$ cat src/rtl/com4_arb_if.sv
// Requester/arbiter bus for com4_arb: two request/frame/grant triplets plus the
// registered outbound frame bytes, busy flag and owner index.
interface com4_arb_if;
  logic        REQ0;
  logic [31:0] FRAME0;
  logic        GNT0;
  logic        REQ1;
  logic [31:0] FRAME1;
  logic        GNT1;
  logic [7:0]  DATA_OUT0;
  logic [7:0]  DATA_OUT1;
  logic [7:0]  DATA_OUT2;
  logic [7:0]  DATA_OUT3;
  logic        BUSY;
  logic        OWNER;

  // Requesters drive requests/frames and observe grants and the outbound frame.
  modport master (
    output REQ0, FRAME0, REQ1, FRAME1,
    input  GNT0, GNT1, DATA_OUT0, DATA_OUT1, DATA_OUT2, DATA_OUT3, BUSY, OWNER
  );

  modport slave (
    input  REQ0, FRAME0, REQ1, FRAME1,
    output GNT0, GNT1, DATA_OUT0, DATA_OUT1, DATA_OUT2, DATA_OUT3, BUSY, OWNER
  );
endinterface

$ cat src/rtl/com4_arb.sv
// Two-requester round-robin arbiter publishing a captured 32-bit frame for at least
// HOLD_CYCLES cycles. Optional macro COM4_ARB_SEQ_EN replaces byte 3 with {OWNER, seq}.
module com4_arb #(
  parameter int unsigned HOLD_CYCLES = 1000
) (
  input  logic      CLK,
  input  logic      RST,
  com4_arb_if.slave bus
);

  if (HOLD_CYCLES < 1 || HOLD_CYCLES > 65535) begin : g_bad_hold
    $error("com4_arb: HOLD_CYCLES out of range 1..65535");
  end

  typedef enum logic {
    IDLE = 1'b0,
    HOLD = 1'b1
  } state_e;

  localparam logic [15:0] HOLD_LOAD = 16'(HOLD_CYCLES - 1);

  state_e      state_q, state_d;
  logic [15:0] cnt_q,   cnt_d;
  logic        ptr_q,   ptr_d;
  logic        gnt0_q,  gnt0_d;
  logic        gnt1_q,  gnt1_d;
  logic        owner_q, owner_d;
  logic        busy_q,  busy_d;
  logic [31:0] data_q,  data_d;
  logic        sel;
  logic [31:0] frame_sel;
`ifdef COM4_ARB_SEQ_EN
  logic [6:0]  seq_q,   seq_d;
`endif

  always_comb begin
    state_d = state_q;
    cnt_d   = cnt_q;
    ptr_d   = ptr_q;
    gnt0_d  = 1'b0;
    gnt1_d  = 1'b0;
    owner_d = owner_q;
    busy_d  = busy_q;
    data_d  = data_q;
`ifdef COM4_ARB_SEQ_EN
    seq_d   = seq_q;
`endif
    // Pointer only decides under contention; a lone request wins regardless.
    sel       = (bus.REQ0 && bus.REQ1) ? ptr_q : bus.REQ1;
    frame_sel = sel ? bus.FRAME1 : bus.FRAME0;

    case (state_q)
      IDLE: begin
        if (bus.REQ0 || bus.REQ1) begin
          state_d = HOLD;
          cnt_d   = HOLD_LOAD;
          gnt0_d  = ~sel;
          gnt1_d  = sel;
          owner_d = sel;
          ptr_d   = ~sel;
          busy_d  = 1'b1;
          data_d  = frame_sel;
`ifdef COM4_ARB_SEQ_EN
          data_d[31:24] = {sel, seq_q};
          seq_d         = seq_q + 7'd1;
`endif
        end
      end
      HOLD: begin
        if (cnt_q == '0) begin
          state_d = IDLE;
          busy_d  = 1'b0;
        end else begin
          cnt_d = cnt_q - 16'd1;
        end
      end
      default: state_d = IDLE;
    endcase
  end

  always_ff @(posedge CLK) begin
    if (RST) begin
      state_q <= IDLE;
      cnt_q   <= '0;
      ptr_q   <= 1'b0;
      gnt0_q  <= 1'b0;
      gnt1_q  <= 1'b0;
      owner_q <= 1'b0;
      busy_q  <= 1'b0;
      data_q  <= '0;
`ifdef COM4_ARB_SEQ_EN
      seq_q   <= '0;
`endif
    end else begin
      state_q <= state_d;
      cnt_q   <= cnt_d;
      ptr_q   <= ptr_d;
      gnt0_q  <= gnt0_d;
      gnt1_q  <= gnt1_d;
      owner_q <= owner_d;
      busy_q  <= busy_d;
      data_q  <= data_d;
`ifdef COM4_ARB_SEQ_EN
      seq_q   <= seq_d;
`endif
    end
  end

  assign bus.GNT0      = gnt0_q;
  assign bus.GNT1      = gnt1_q;
  assign bus.OWNER     = owner_q;
  assign bus.BUSY      = busy_q;
  assign bus.DATA_OUT0 = data_q[7:0];
  assign bus.DATA_OUT1 = data_q[15:8];
  assign bus.DATA_OUT2 = data_q[23:16];
  assign bus.DATA_OUT3 = data_q[31:24];

endmodule

$ cat src/flat_wrapper.sv
// flat-port wrapper written by rule: the top's interface ports become plain ports
module com4_arb_flat 
#(
  parameter int unsigned HOLD_CYCLES = 1000
)
  (CLK, RST, bus_REQ0, bus_FRAME0, bus_REQ1, bus_FRAME1, bus_GNT0, bus_GNT1, bus_DATA_OUT0, bus_DATA_OUT1, bus_DATA_OUT2, bus_DATA_OUT3, bus_BUSY, bus_OWNER);
  com4_arb_if bus_i ();
  input  logic CLK;
  input  logic RST;
  input wire logic [$bits(bus_i.REQ0)-1:0] bus_REQ0;
  input wire logic [$bits(bus_i.FRAME0)-1:0] bus_FRAME0;
  input wire logic [$bits(bus_i.REQ1)-1:0] bus_REQ1;
  input wire logic [$bits(bus_i.FRAME1)-1:0] bus_FRAME1;
  output wire logic [$bits(bus_i.GNT0)-1:0] bus_GNT0;
  output wire logic [$bits(bus_i.GNT1)-1:0] bus_GNT1;
  output wire logic [$bits(bus_i.DATA_OUT0)-1:0] bus_DATA_OUT0;
  output wire logic [$bits(bus_i.DATA_OUT1)-1:0] bus_DATA_OUT1;
  output wire logic [$bits(bus_i.DATA_OUT2)-1:0] bus_DATA_OUT2;
  output wire logic [$bits(bus_i.DATA_OUT3)-1:0] bus_DATA_OUT3;
  output wire logic [$bits(bus_i.BUSY)-1:0] bus_BUSY;
  output wire logic [$bits(bus_i.OWNER)-1:0] bus_OWNER;
  assign bus_i.REQ0 = bus_REQ0;
  assign bus_i.FRAME0 = bus_FRAME0;
  assign bus_i.REQ1 = bus_REQ1;
  assign bus_i.FRAME1 = bus_FRAME1;
  assign bus_GNT0 = bus_i.GNT0;
  assign bus_GNT1 = bus_i.GNT1;
  assign bus_DATA_OUT0 = bus_i.DATA_OUT0;
  assign bus_DATA_OUT1 = bus_i.DATA_OUT1;
  assign bus_DATA_OUT2 = bus_i.DATA_OUT2;
  assign bus_DATA_OUT3 = bus_i.DATA_OUT3;
  assign bus_BUSY = bus_i.BUSY;
  assign bus_OWNER = bus_i.OWNER;
  com4_arb #(.HOLD_CYCLES(HOLD_CYCLES)) u_core (.CLK(CLK), .RST(RST), .bus(bus_i));
endmodule
$ cat config.mk
export PLATFORM = sky130hd
export DESIGN_NAME = com4_arb_flat
export DESIGN_NICKNAME = d
export VERILOG_FILES = /design/src/rtl/com4_arb_if.sv /design/src/rtl/com4_arb.sv /design/src/flat_wrapper.sv
export SDC_FILE = /design/constraint.sdc
export NUM_CORES = 1
export LEC_CHECK = 0
export CORE_MARGIN = 2
export CORE_UTILIZATION = 44
export DETAILED_ROUTE_END_ITERATION = 6
export PLACE_DENSITY = 0.85
export SLEW_MARGIN = 20
export SYNTH_ARGS = -nofsm -noshare
export SYNTH_HDL_FRONTEND = slang
export SYNTH_SLANG_ARGS = --single-unit
$ cat constraint.sdc
create_clock -name CLK -period 4.11 [get_ports CLK]
set_clock_uncertainty 0.05 [all_clocks]
set_input_delay 1.233 -clock CLK [delete_from_list [all_inputs] [get_ports CLK]]
set_output_delay 1.233 -clock CLK [all_outputs]
set_load 0.005 [all_outputs]
==> impl_metrics.py <==
metrics = {
    "status": {
        "status": "finished clean",
    },
    "critical_path": {
        "critical-path-top-delay-family": "compound AO/OA/AOI/OAI gates",
        "critical_path_cell_count": 5,
        "reg2reg_depth": 4,
        "cp_cell_sequence": "clkdlybuf4s50_1, inv_1, o211a_1, and2_1, a221o_1",
        "timing.critical_path.slowest_stage_cell": "sky130_fd_sc_hd__clkdlybuf4s50_1",
        "worstPathRequired_ns": 4.25,
        "crit_path_max_fanout": 20,
        "setup.worst_path.start_class": "input port",
        "critical-path-max-stage-delay_ns": 0.55,
        "worst-path-buf-inv": 2,
        "path_class": "in2reg",
        "critical_path_arrival_ns": 3.16,
        "worst_setup_path_end_kind": "flop",
    },
    "floorplanning": {
        "initial_core_util_pct": 44.9,
        "die_h_um": 75.7,
        "i_o_pin_count": 104,
        "die-area_mm2": 0.00574,
        "core_area_mm2": 0.00504,
        "placement_rows": 26,
        "die_width_um": 75.7,
    },
    "synthesis": {
        "synthDistinctLibCells": 38,
        "async_flop_share_pct": 0,
        "seq_area_frac_synth_pct": 47.7,
        "synth.largest_area_cell": "sky130_fd_sc_hd__dfxtp_1",
        "postSynth.topFlopCell": "sky130_fd_sc_hd__dfxtp_1",
        "yosys.area.top_type_share_pct": 47.7,
        "yosys-top-cells-area": "sky130_fd_sc_hd__dfxtp_1, sky130_fd_sc_hd__a221o_1, sky130_fd_sc_hd__a222oi_1, sky130_fd_sc_hd__and3_1, sky130_fd_sc_hd__nor2_1",
        "synth_common_cells": "sky130_fd_sc_hd__dfxtp_1, sky130_fd_sc_hd__nor2_1, sky130_fd_sc_hd__and3_1",
        "ys.warnings.count": 0,
        "post_synth_edffs": 0,
        "synthMostInstantiatedCell": "sky130_fd_sc_hd__dfxtp_1",
        "synthesized_netlist_cell_count": 234,
        "postSynthRegisterBits": 54,
        "synth.avg_cell_area_um2": 9.68,
        "synth.net_count": 303,
        "synth.cell_area_mm2": 0.00226,
    },
    "clock_tree": {
        "tritoncts": "yes",
        "cts_root_buffer": "sky130_fd_sc_hd__clkbuf_8",
        "cts_sinks": 54,
        "postCtsSetupRepairBufs": 0,
        "cts_buffer_depth": 2,
        "cts_buffers": 5,
        "clock_tree.htree_level_count": 2,
        "ctsResizeCount": 0,
        "clock_insertion_delay_worst_skew_ns": 0.30,
        "cts.hold.buffers_added": 0,
        "clkTransAtPathRegs_ns": 0.09,
    },
    "timing": {
        "clock.fmax_ghz": 0.331,
        "tightestPinTransition_ns": 0.689,
        "setup_viol": 0,
        "setup_repair_after_global_routing_missed_its_margin": "no",
        "final_min_period_over_clock_period_pct": 73.4,
        "report.final.slew_viol_count": 0,
        "fin_setup_tns_ns": 0,
        "period_minus_slack_ns": 3.02,
        "finalHoldViolations": 0,
        "timing.final.ws_setup_ns": 1.09,
        "hold_ws_ns": 0.407,
        "slew_headroom_pct": 54.0,
    },
    "final_layout": {
        "drive_gt1_share_pct": 5.76,
        "design_area_mm2": 0.00345,
        "design.final.nets": 398,
        "syn2layout_area_growth_pct": 52.4,
        "diodes": 0,
        "multi_input_comb_area_mm2": 0.00109,
        "fill_cells": 384,
        "sequential_cell_area_in_the_final_layout_mm2": 0.00108,
    },
    "global_route": {
        "grt_use_total_pct": 23.1,
        "grt_start_max_net_pins": 29,
        "grt_pass1_vias": 2185,
        "grt_first_pass_wirelength_um": 10100,
        "global_route.overflow_total": 0,
        "antenna_found_initial": 0,
    },
    "placement": {
        "place_worst_setup_slack_ns": 0.758,
        "dp_hpwl_um": 4620,
        "gpl_wtd_cong": 0.773,
        "placedInstanceArea_mm2": 0.00335,
        "portBuffers": 103,
    },
    "route": {
        "drc": 0,
        "drt-pass1-iter-count": 5,
        "postRouteAntennaNets": 0,
        "detail_route.wl_per_cell_um": 15.8,
        "finalWirelength_um": 6320,
        "drt_first_iter_violations": 212,
        "detailroute.via_count": 2339,
        "avgViaCountPerCell": 5.85,
    },
    "power": {
        "vdd_ir_drop_max_mv": 0.196,
        "design_power_total_mw": 1.21,
        "power_leakage_nw": 1.34,
        "cellPowerDensity_mw_per_mm2": 351,
    },
    "worst_hold_path": {
        "timing.hold.worst_path_depth": 1,
        "hold_path.class": "reg2reg",
    },
    "flow_run": {
        "drv.max_cap_violation_count": 0,
    },
}
## state kept, by name (all words and copies together) (netlist names)
register	cells
u_core.data_q	32
u_core.state_q	1
u_core.bus.OWNER	1
u_core.bus.BUSY	1
u_core.ptr_q	1
u_core.bus.GNT0	1
u_core.cnt_q	16
u_core.bus.GNT1	1
## power by group
group,internal [mW],total [mW],leakage [nW],switching (mW)
sequential,0.565,0.599,0.445,0.0340
clock,0.182,0.341,0.0524,0.158
combinational,0.165,0.273,0.843,0.108
## metrics by stage
| step | util (%) | instances |
|---|---|---|
| floorplan | - | 234 |
| global placement | 66.4 | 392 |
| detailed placement | 66.4 | 392 |
| CTS | 68.5 | 400 |
| global route | 68.5 | 400 |
| finish | 68.5 | 400 |
## routing by layer
layer | wire length, µm | share of wire [%] | GRT usage, %
met4 | 132 | 2.1 | 7.80
met2 | 3150 | 50 | 39.0
met1 | 2610 | 41 | 28.8
met3 | 430 | 6.8 | 5.56
met5 | 0 | 0 | 0
## placed cells by master (no fill, tap or decap), types with 6 or more instances in the layout
master	instances
sky130_fd_sc_hd__or3_1	8
sky130_fd_sc_hd__a21oi_1	8
sky130_fd_sc_hd__or4_1	7
sky130_fd_sc_hd__and3_1	18
sky130_fd_sc_hd__nor2_1	19
sky130_fd_sc_hd__nand2_1	6
sky130_fd_sc_hd__inv_1	6
sky130_fd_sc_hd__dfxtp_1	54
sky130_fd_sc_hd__clkdlybuf4s50_1	103
sky130_fd_sc_hd__a221o_1	17
sky130_fd_sc_hd__o31ai_1	6
sky130_fd_sc_hd__a222oi_1	14
## final timing paths
| path | to | slack, ns | startpoint |
|---|---|---|---|
| worst max-delay path | u_core.data_q[28]$_SDFFE_PP0P_ | 1.09 | bus_REQ0 |
| worst min-delay path | u_core.bus.OWNER$_SDFFE_PP0P_ | 0.41 | u_core.bus.OWNER$_SDFFE_PP0P_ |
| worst min register to register | u_core.bus.OWNER$_SDFFE_PP0P_ | 0.41 | u_core.bus.OWNER$_SDFFE_PP0P_ |
| worst max register to register | u_core.cnt_q[9]$_SDFFE_PP0P_ | 1.92 | u_core.cnt_q[8]$_SDFFE_PP0P_ |
## layout make-up
cell class | instances | share of cell area (%)
multi-input cells | 155 | 31.7
clock inverters | 1 | 0.870
repair buffers | 107 | 30.7
clock buffers | 7 | 2.21
inverters | 6 | 0.652
flip-flops and latches | 54 | 31.3
well taps | 70 | 2.54
## cell families after synthesis
kind of cell             synth area share [%]
adder cells (fa/ha/maj)                 0.552
AND/OR/NAND/NOR                          21.8
multiplexers                             1.33
buffers and inverters                    4.36
AO/OA/AOI/OAI                            24.2
flip-flops                               47.7
Note: power is estimated with default switching activity, not from simulation.
